## src/rtl/message_stream_splitter_pkg.sv

```systemverilog
// Framing shared by the message stream combiner and splitter so both ends agree on
// header layout, plus the splitter's parser state encoding.
package message_stream_splitter_pkg;

    typedef enum logic [1:0] {
        IDLE    = 2'd0,
        PAYLOAD = 2'd1,
        DISCARD = 2'd2
    } split_state_t;

    // The header flag always sits in the word MSB, with the stream id directly below it.
    function automatic int hdr_flag_pos(input int wdth);
        return wdth - 1;
    endfunction

    function automatic int hdr_id_msb(input int wdth);
        return wdth - 2;
    endfunction

    function automatic logic [31:0] hdr_len_mask(input int len_width);
        return (32'd1 << len_width) - 32'd1;
    endfunction

endpackage

```

## src/rtl/message_header_decode.sv

```systemverilog
// Combinational header field extraction and legality checks for one input word.
module message_header_decode
    import message_stream_splitter_pkg::*;
#(
    parameter int N_STREAMS         = 2,
    parameter int LOG_N_STREAMS     = 1,
    parameter int WDTH              = 32,
    parameter int MAX_PACKET_LENGTH = 127,
    parameter int MSG_LENGTH_WIDTH  = 7
) (
    input  logic [WDTH-1:0]             word,
    output logic                        is_header,
    output logic [LOG_N_STREAMS-1:0]    id,
    output logic [MSG_LENGTH_WIDTH-1:0] length,
    output logic                        id_ok,
    output logic                        length_ok
);

    localparam int FLAG_POS = hdr_flag_pos(WDTH);
    localparam int ID_MSB   = hdr_id_msb(WDTH);
    localparam logic [31:0] LEN_MASK = hdr_len_mask(MSG_LENGTH_WIDTH);

    logic [31:0] word_lsbs;
    logic        unused_word_bits;

    always_comb begin
        word_lsbs = '0;
        word_lsbs[MSG_LENGTH_WIDTH-1:0] = word[MSG_LENGTH_WIDTH-1:0];
    end

    assign is_header = word[FLAG_POS];
    assign id        = word[ID_MSB -: LOG_N_STREAMS];
    assign length    = MSG_LENGTH_WIDTH'(word_lsbs & LEN_MASK);

    // Id field may encode more values than there are streams (e.g. N=3 with a 2-bit id).
    assign id_ok     = 32'(id) < 32'(N_STREAMS);
    assign length_ok = 32'(length) <= 32'(MAX_PACKET_LENGTH);

    // Bits between the id field and the length field carry nothing for this parser.
    assign unused_word_bits = ^{word, word_lsbs};

endmodule

```

## src/rtl/message_stream_splitter.sv

```systemverilog
// Demultiplexes a framed message stream (header + payload) onto per-stream outputs
// selected by the header's stream id; malformed headers pulse error.
//
//  state   | meaning
//  IDLE    | next valid word is parsed as a header
//  PAYLOAD | forwarding payload words to the latched stream
//  DISCARD | dropping payload of a rejected header
module message_stream_splitter
    import message_stream_splitter_pkg::*;
#(
    parameter int N_STREAMS         = 2,
    parameter int LOG_N_STREAMS     = 1,
    parameter int WDTH              = 32,
    parameter int MAX_PACKET_LENGTH = 127,
    parameter int MSG_LENGTH_WIDTH  = 7
) (
    input  logic                      clk,
    input  logic                      reset,
    input  logic [WDTH-1:0]           in_data,
    input  logic                      in_nd,
    output logic [N_STREAMS*WDTH-1:0] out_data,
    output logic [N_STREAMS-1:0]      out_nd,
    output logic [N_STREAMS-1:0]      out_last,
    output logic                      error
);

    split_state_t                state;
    logic [MSG_LENGTH_WIDTH-1:0] remaining;
    logic [LOG_N_STREAMS-1:0]    cur_id;

    logic                        hdr_is_header;
    logic [LOG_N_STREAMS-1:0]    hdr_id;
    logic [MSG_LENGTH_WIDTH-1:0] hdr_length;
    logic                        hdr_id_ok;
    logic                        hdr_length_ok;
    logic                        last_word;

    message_header_decode #(
        .N_STREAMS         (N_STREAMS),
        .LOG_N_STREAMS     (LOG_N_STREAMS),
        .WDTH              (WDTH),
        .MAX_PACKET_LENGTH (MAX_PACKET_LENGTH),
        .MSG_LENGTH_WIDTH  (MSG_LENGTH_WIDTH)
    ) u_decode (
        .word      (in_data),
        .is_header (hdr_is_header),
        .id        (hdr_id),
        .length    (hdr_length),
        .id_ok     (hdr_id_ok),
        .length_ok (hdr_length_ok)
    );

    assign last_word = (remaining == MSG_LENGTH_WIDTH'(1));

    always_ff @(posedge clk or posedge reset) begin
        if (reset) begin
            state     <= IDLE;
            remaining <= '0;
            cur_id    <= '0;
            out_data  <= '0;
            out_nd    <= '0;
            out_last  <= '0;
            error     <= 1'b0;
        end else begin
            out_nd   <= '0;
            out_last <= '0;
            error    <= 1'b0;
            if (in_nd) begin
                case (state)
                    IDLE: begin
                        if (!hdr_is_header) begin
                            error <= 1'b1;
                        end else if (!(hdr_id_ok && hdr_length_ok)) begin
                            // Still honour the length so we resync at the true packet boundary.
                            error <= 1'b1;
                            if (hdr_length != '0) begin
                                remaining <= hdr_length;
                                state     <= DISCARD;
                            end
                        end else if (hdr_length != '0) begin
                            cur_id    <= hdr_id;
                            remaining <= hdr_length;
                            state     <= PAYLOAD;
                        end
                    end
                    PAYLOAD: begin
                        for (int k = 0; k < N_STREAMS; k++) begin
                            if (cur_id == LOG_N_STREAMS'(k)) begin
                                out_data[k*WDTH +: WDTH] <= in_data;
                                out_nd[k]                <= 1'b1;
                                out_last[k]              <= last_word;
                            end
                        end
                        remaining <= remaining - MSG_LENGTH_WIDTH'(1);
                        if (last_word) begin
                            state <= IDLE;
                        end
                    end
                    DISCARD: begin
                        remaining <= remaining - MSG_LENGTH_WIDTH'(1);
                        if (last_word) begin
                            state <= IDLE;
                        end
                    end
                    default: state <= IDLE;
                endcase
            end
        end
    end

endmodule
```

## config.mk

```make
export PLATFORM = sky130hd
export DESIGN_NAME = message_stream_splitter
export DESIGN_NICKNAME = d
export VERILOG_FILES = /design/src/rtl/message_stream_splitter_pkg.sv /design/src/rtl/message_header_decode.sv /design/src/rtl/message_stream_splitter.sv
export SDC_FILE = /design/constraint.sdc
export NUM_CORES = 1
export LEC_CHECK = 0
export CORE_UTILIZATION = 40
export CTS_CLUSTER_SIZE = 16
export DETAILED_ROUTE_END_ITERATION = 16
export PLACE_DENSITY = 0.7
export SETUP_SLACK_MARGIN = 0.4
export SYNTH_ARGS = -nofsm -noshare
export SYNTH_HDL_FRONTEND = slang
export SYNTH_HIERARCHICAL = 1
export SYNTH_SLANG_ARGS = --single-unit
```

## constraint.sdc

```tcl
create_clock -name clk -period 3.4 [get_ports clk]
set_input_delay 0.68 -clock clk [delete_from_list [all_inputs] [get_ports clk]]
set_output_delay 0.68 -clock clk [all_outputs]
set_load 0.02 [all_outputs]
```

Yosys cells after proc, flatten, opt, wreduce, memory -nomap -nowiden --
Index checks and enable logic that the tools add are counted. Widths: inputs -> output; s select.
Operators by class: add/subtract/negate cells 1, equal/unequal tests 6, mux-type cells 18, bitwise gates (word level) 1, reductions and logical operators 9
Operators by type and width (number):
- $mux 2 | 7
- $mux 7 | 2
- $pmux 7 s2 | 1
- $reduce_and 4->1 | 3
- $eq 7x1->1 const B | 1
- $mux 1 | 7
- $reduce_bool 7->1 | 1
- $sub 7x1->7 const B | 1
- $reduce_and 3->1 | 2
- $ne 2x2->1 const B | 2
- $pmux 2 s2 | 1
- $eq 2x1->1 const B | 1
- $eq 2x2->1 const B | 1
- $logic_not 2->1 | 1
- $ne 2x1->1 const B | 1
- $reduce_bool 2->1 | 1
- $reduce_or 2->1 | 1
- $not 1->1 | 1
Storage, ports and cells: flip-flop bits (word level) 79, input bits 35, output and inout bits 69, logic and storage cells 43

Logic depth before layout (Yosys ltp) --
depth in word-level cells 4, mapped depth 8, depth with buffers taken out 6

Cells and area by module --
Netlist, hierarchy kept.
By module, submodules not included:
- message_stream_splitter | instances 1, cells each 295, area an instance 3253.1 um^2, seq. area each 1976.9 um^2
- message_header_decode | instances 1, cells each 12, area an instance 86.3 um^2, seq. area each 0.0 um^2

Worst setup path before layout --
No wires, ideal clock.
kind in2reg, from input in_data[2], to register remaining[1], library setup time 0.079 ns, data arrival time 1.796 ns, required time 3.321 ns, path slack 1.524 ns, stages on the path 5, path buffers 1, path through buf_4 -> nor4_2 -> a21oi_1 -> nor2_1 -> mux2i_1
On the way: word-level cells in the longest chain between the ends 3
RTL lines:
- start, declared | RTL line message_stream_splitter.sv:19 | input logic [WDTH-1:0] in_data,
- $reduce_bool 7->1 | RTL line message_stream_splitter.sv:80 | end else if (hdr_length != '0) begin
- $ne 2x2->1 (no source line)
- $reduce_and 4->1 (no source line)
- end signal, assigned | RTL line message_stream_splitter.sv:77 | remaining <= hdr_length;
- end signal, assigned | RTL line message_stream_splitter.sv:82 | remaining <= hdr_length;
- end signal, assigned | RTL line message_stream_splitter.sv:94 | remaining <= remaining - MSG_LENGTH_WIDTH'(1);
- end, declared | RTL line message_stream_splitter.sv:28 | logic [MSG_LENGTH_WIDTH-1:0] remaining;
Every way passes these cells. A chain may end at the register's enable or synchronous reset.

Worst setup path in the final report --
from register state[0], to register remaining[1]
On the way: word-level cells in the longest chain between the ends 4, elaborated cells on any way between the ends 9, classes of those cells eq/ne: 4; mux: 1; reduce/logical: 4
RTL lines:
- start, declared | RTL line message_stream_splitter.sv:27 | split_state_t state;
- start signal, assigned | RTL line message_stream_splitter.sv:57 | state <= IDLE;
- start signal, assigned | RTL line message_stream_splitter.sv:78 | state <= DISCARD;
- start signal, assigned | RTL line message_stream_splitter.sv:83 | state <= PAYLOAD;
- $eq 2x2->1 or $eq 2x1->1 (tied branches) | RTL line message_stream_splitter.sv:69 | case (state)
- $reduce_or 2->1 (no source line)
- $reduce_bool 2->1 (no source line)
- $reduce_and 4->1 (no source line)
Several ways; a longest one is shown, not always the timed one.

==> out/metrics.yaml <==
cp_data_arrival_time_ns: 2.43
wl_per_cell_um: 14.9
yosys_warnings: 6
reg2reg_from: "state[0]$_DFFE_PP0P_"
antenna_cells: 0
max_freq_ghz: 0.452
reg2reg_slack_ns: 1.19
synth_xor_area_share_pct: 0
vias: 2502
drtIter0Drc: 74
mostFrequentLayoutCell: "clkdlybuf4s50_1"
layout_common_cells: "103 x clkdlybuf4s50_1, 101 x nand2_1, 79 x dfrtp_1, 33 x mux2_2"
crit_family: "simple AND/OR/NAND/NOR gates"
cts_root_buf: "clkbuf_8"
layout-drive-gt1-share_pct: 15.2
synth-compound-area-share_pct: 5.43
cp-startpoint: "state[0]$_DFFE_PP0P_"
tightest_slew_ns: 0.561
place.gp.congestion: 0.819
die-area_um2: 8720
synth_cells: 307
synthAdderAreaFrac_pct: 1.50
critPathRequiredTime_ns: 3.61
area_delta_synth_final_pct: 38.8
slew_viol_final: 0
start_kind: "register"
cts_resized: 0
cp-end-kind: "register"
grt-ovfl-total: 0
final_hold_viol_count: 0
synth_area_um2: 3340
antenna_found_initial: 0
dr.pass1.iters: 4
cp_cell_sequence: "inv_1 > ha_1 > inv_1 > nor3_1 > nor2_1 > mux2i_1"
rows: 32
rsz0062_at_grt: "no"
muxShareOfSynthArea_pct: 11.7
die_w_um: 93.4
core_area_um2: 7890
io_buffers: 103
synth_top_area_cell: "dfrtp_1"
p_per_area_nw_per_um2: 914
synth_ff_type: "dfrtp_1"
grt_usage_pct: 19.2
synth_top_cell_area_share_pct: 59.2
synth_simple_gate_area_share_pct: 16.8
maxCapViolations: 0
grt_max_degree: 80
postCtsHoldBufs: 0
dp_hpwl_um: 5220
clockBufferDepth: 2
grt_pass1_wl_um: 12800
period_share_pct: 65.0
clock_latency_ns: 0.34
cts.htree.levels: 3
cts_setup_buffers: 0
synth_edf_count: 0
hp-class: "register to register"
ant_nets: 0
crit_buf_inv: 2
routed_wl_um: 7600
slew-limit-headroom_pct: 62.3
finClkSkew_ns: 0.0105
grt_pass1_vias: 2573
routed_via_density: 4.92
tritoncts: "yes"
final.min_clock_period_ns: 2.21
setup_viol: 0
crit_slowest_cell: "nor3_1"
ys_ff_latch: 79
start_util_pct: 42.3
p_leak_nw: 2.19
yosysUniqueCellTypes: 34
num_io_pins: 104
max_stage_delay_ns: 0.54
cts.clk_slew.worst_paths_ns: 0.08
synthArstFlopShare_pct: 100
peakVddDrop_mv: 0.415
fp.dieH_um: 93.4
drc: 0
finalNetCount: 442
syn_avg_cell_area_um2: 10.9
crit_type: "register to register"
worstPathMaxFanout: 12
synth_top_family_by_area: "simple AND/OR/NAND/NOR gates"
numCtsBuffers: 9
crit_top_cell: "inv_1"
ys_top_cells_by_area: "dfrtp_1 59%, nand2_1 11%, mux2_2 11%"
tns_ns: 0
cts.sinks: 79
yosysSeqAreaShare_pct: 59.2
status: "finished, final reports clean"
p_total_mw: 4.24
min_from: "out_data[7]$_DFFE_PP0P_"
-- where the power goes --
| group | total, mW | switching, mW | internal (mW) |
|---|---|---|---|
| logic | 1.93 | 0.991 | 0.936 |
| clock network | 0.759 | 0.329 | 0.431 |
| registers | 1.55 | 0.234 | 1.32 |
-- synth_stat cells (2+ instances only) --
library cell,number
inv_1,11
o2bb2ai_1,6
mux2i_1,2
dfrtp_1,79
o21ai_0,2
buf_2,5
nor4_1,2
clkbuf_1,7
nor2_1,7
mux2_2,33
nand2_1,101
o221ai_1,2
a21oi_1,6
nor3_1,6
buf_4,11
ha_1,4
nand3_1,2
o22ai_1,5
-- path summary, 6_finish.rpt --
path	to	cells past startpoint
max	remaining[1]$_DFFE_PP0P_	6
min	out_data[7]$_DFFE_PP0P_	2
max reg2reg	remaining[1]$_DFFE_PP0P_	6
min reg2reg	out_data[7]$_DFFE_PP0P_	2
max in group asynchronous	out_data[21]$_DFFE_PP0P_	3
min in group asynchronous	out_data[44]$_DFFE_PP0P_	3
-- logic make-up after synthesis --
family                     count (synthesis)
and+or+nand+nor                          129
DFF                                       79
muxes                                     35
buffers and inverters                     34
AOI/OAI and AO/OA                         25
adders and majority gates                  4
other                                      1
-- stage by stage --
stage	instance area [µm²]	setup WS (ns)	utilization (%)	std cells	hold slack (ns)
after global placement	4420	0.941	56.0	494	0.457
final	4640	1.19	58.8	509	0.474
after global routing	4640	0.978	58.8	509	0.497
after CTS	4640	1.21	58.8	509	0.479
after detailed placement	4420	0.883	56.0	494	0.462
after floorplan	3340	0.697	-	308	0.489
-- layout make-up --
cell class	count	area (µm²)
fillers	684	3250
flip-flops and latches	79	1980
multi-input cells	195	1200
repair buffers	107	1070
clock buffers	10	138
well taps	102	128
clock inverters	5	81.3
inverters	11	42.5
-- registers in the layout (all words and copies together), names as in the netlist --
| register | count |
|---|---|
| cur_id | 1 |
| error | 1 |
| out_data | 64 |
| out_last | 2 |
| out_nd | 2 |
| remaining | 7 |
| state | 2 |
-- worst register-to-register path, cell delays in order (launching register included) --
cell,delay (ns)
dfrtp_1,0.35
inv_1,0.07
ha_1,0.46
inv_1,0.25
nor3_1,0.54
nor2_1,0.25
mux2i_1,0.17
-- routing by layer --
| metal | part of all wire, % | up-vias | wire, µm | global-route usage, % |
|---|---|---|---|---|
| li1 | - | 1200 | - | - |
| met1 | 44 | 1227 | 3360 | 25.0 |
| met2 | 49 | 65 | 3690 | 31.1 |
| met3 | 5.1 | 10 | 387 | 3.66 |
| met4 | 2.0 | 0 | 155 | 8.33 |
| met5 | 0 | - | 0 | 0 |
(Power assumes the default switching activity.)
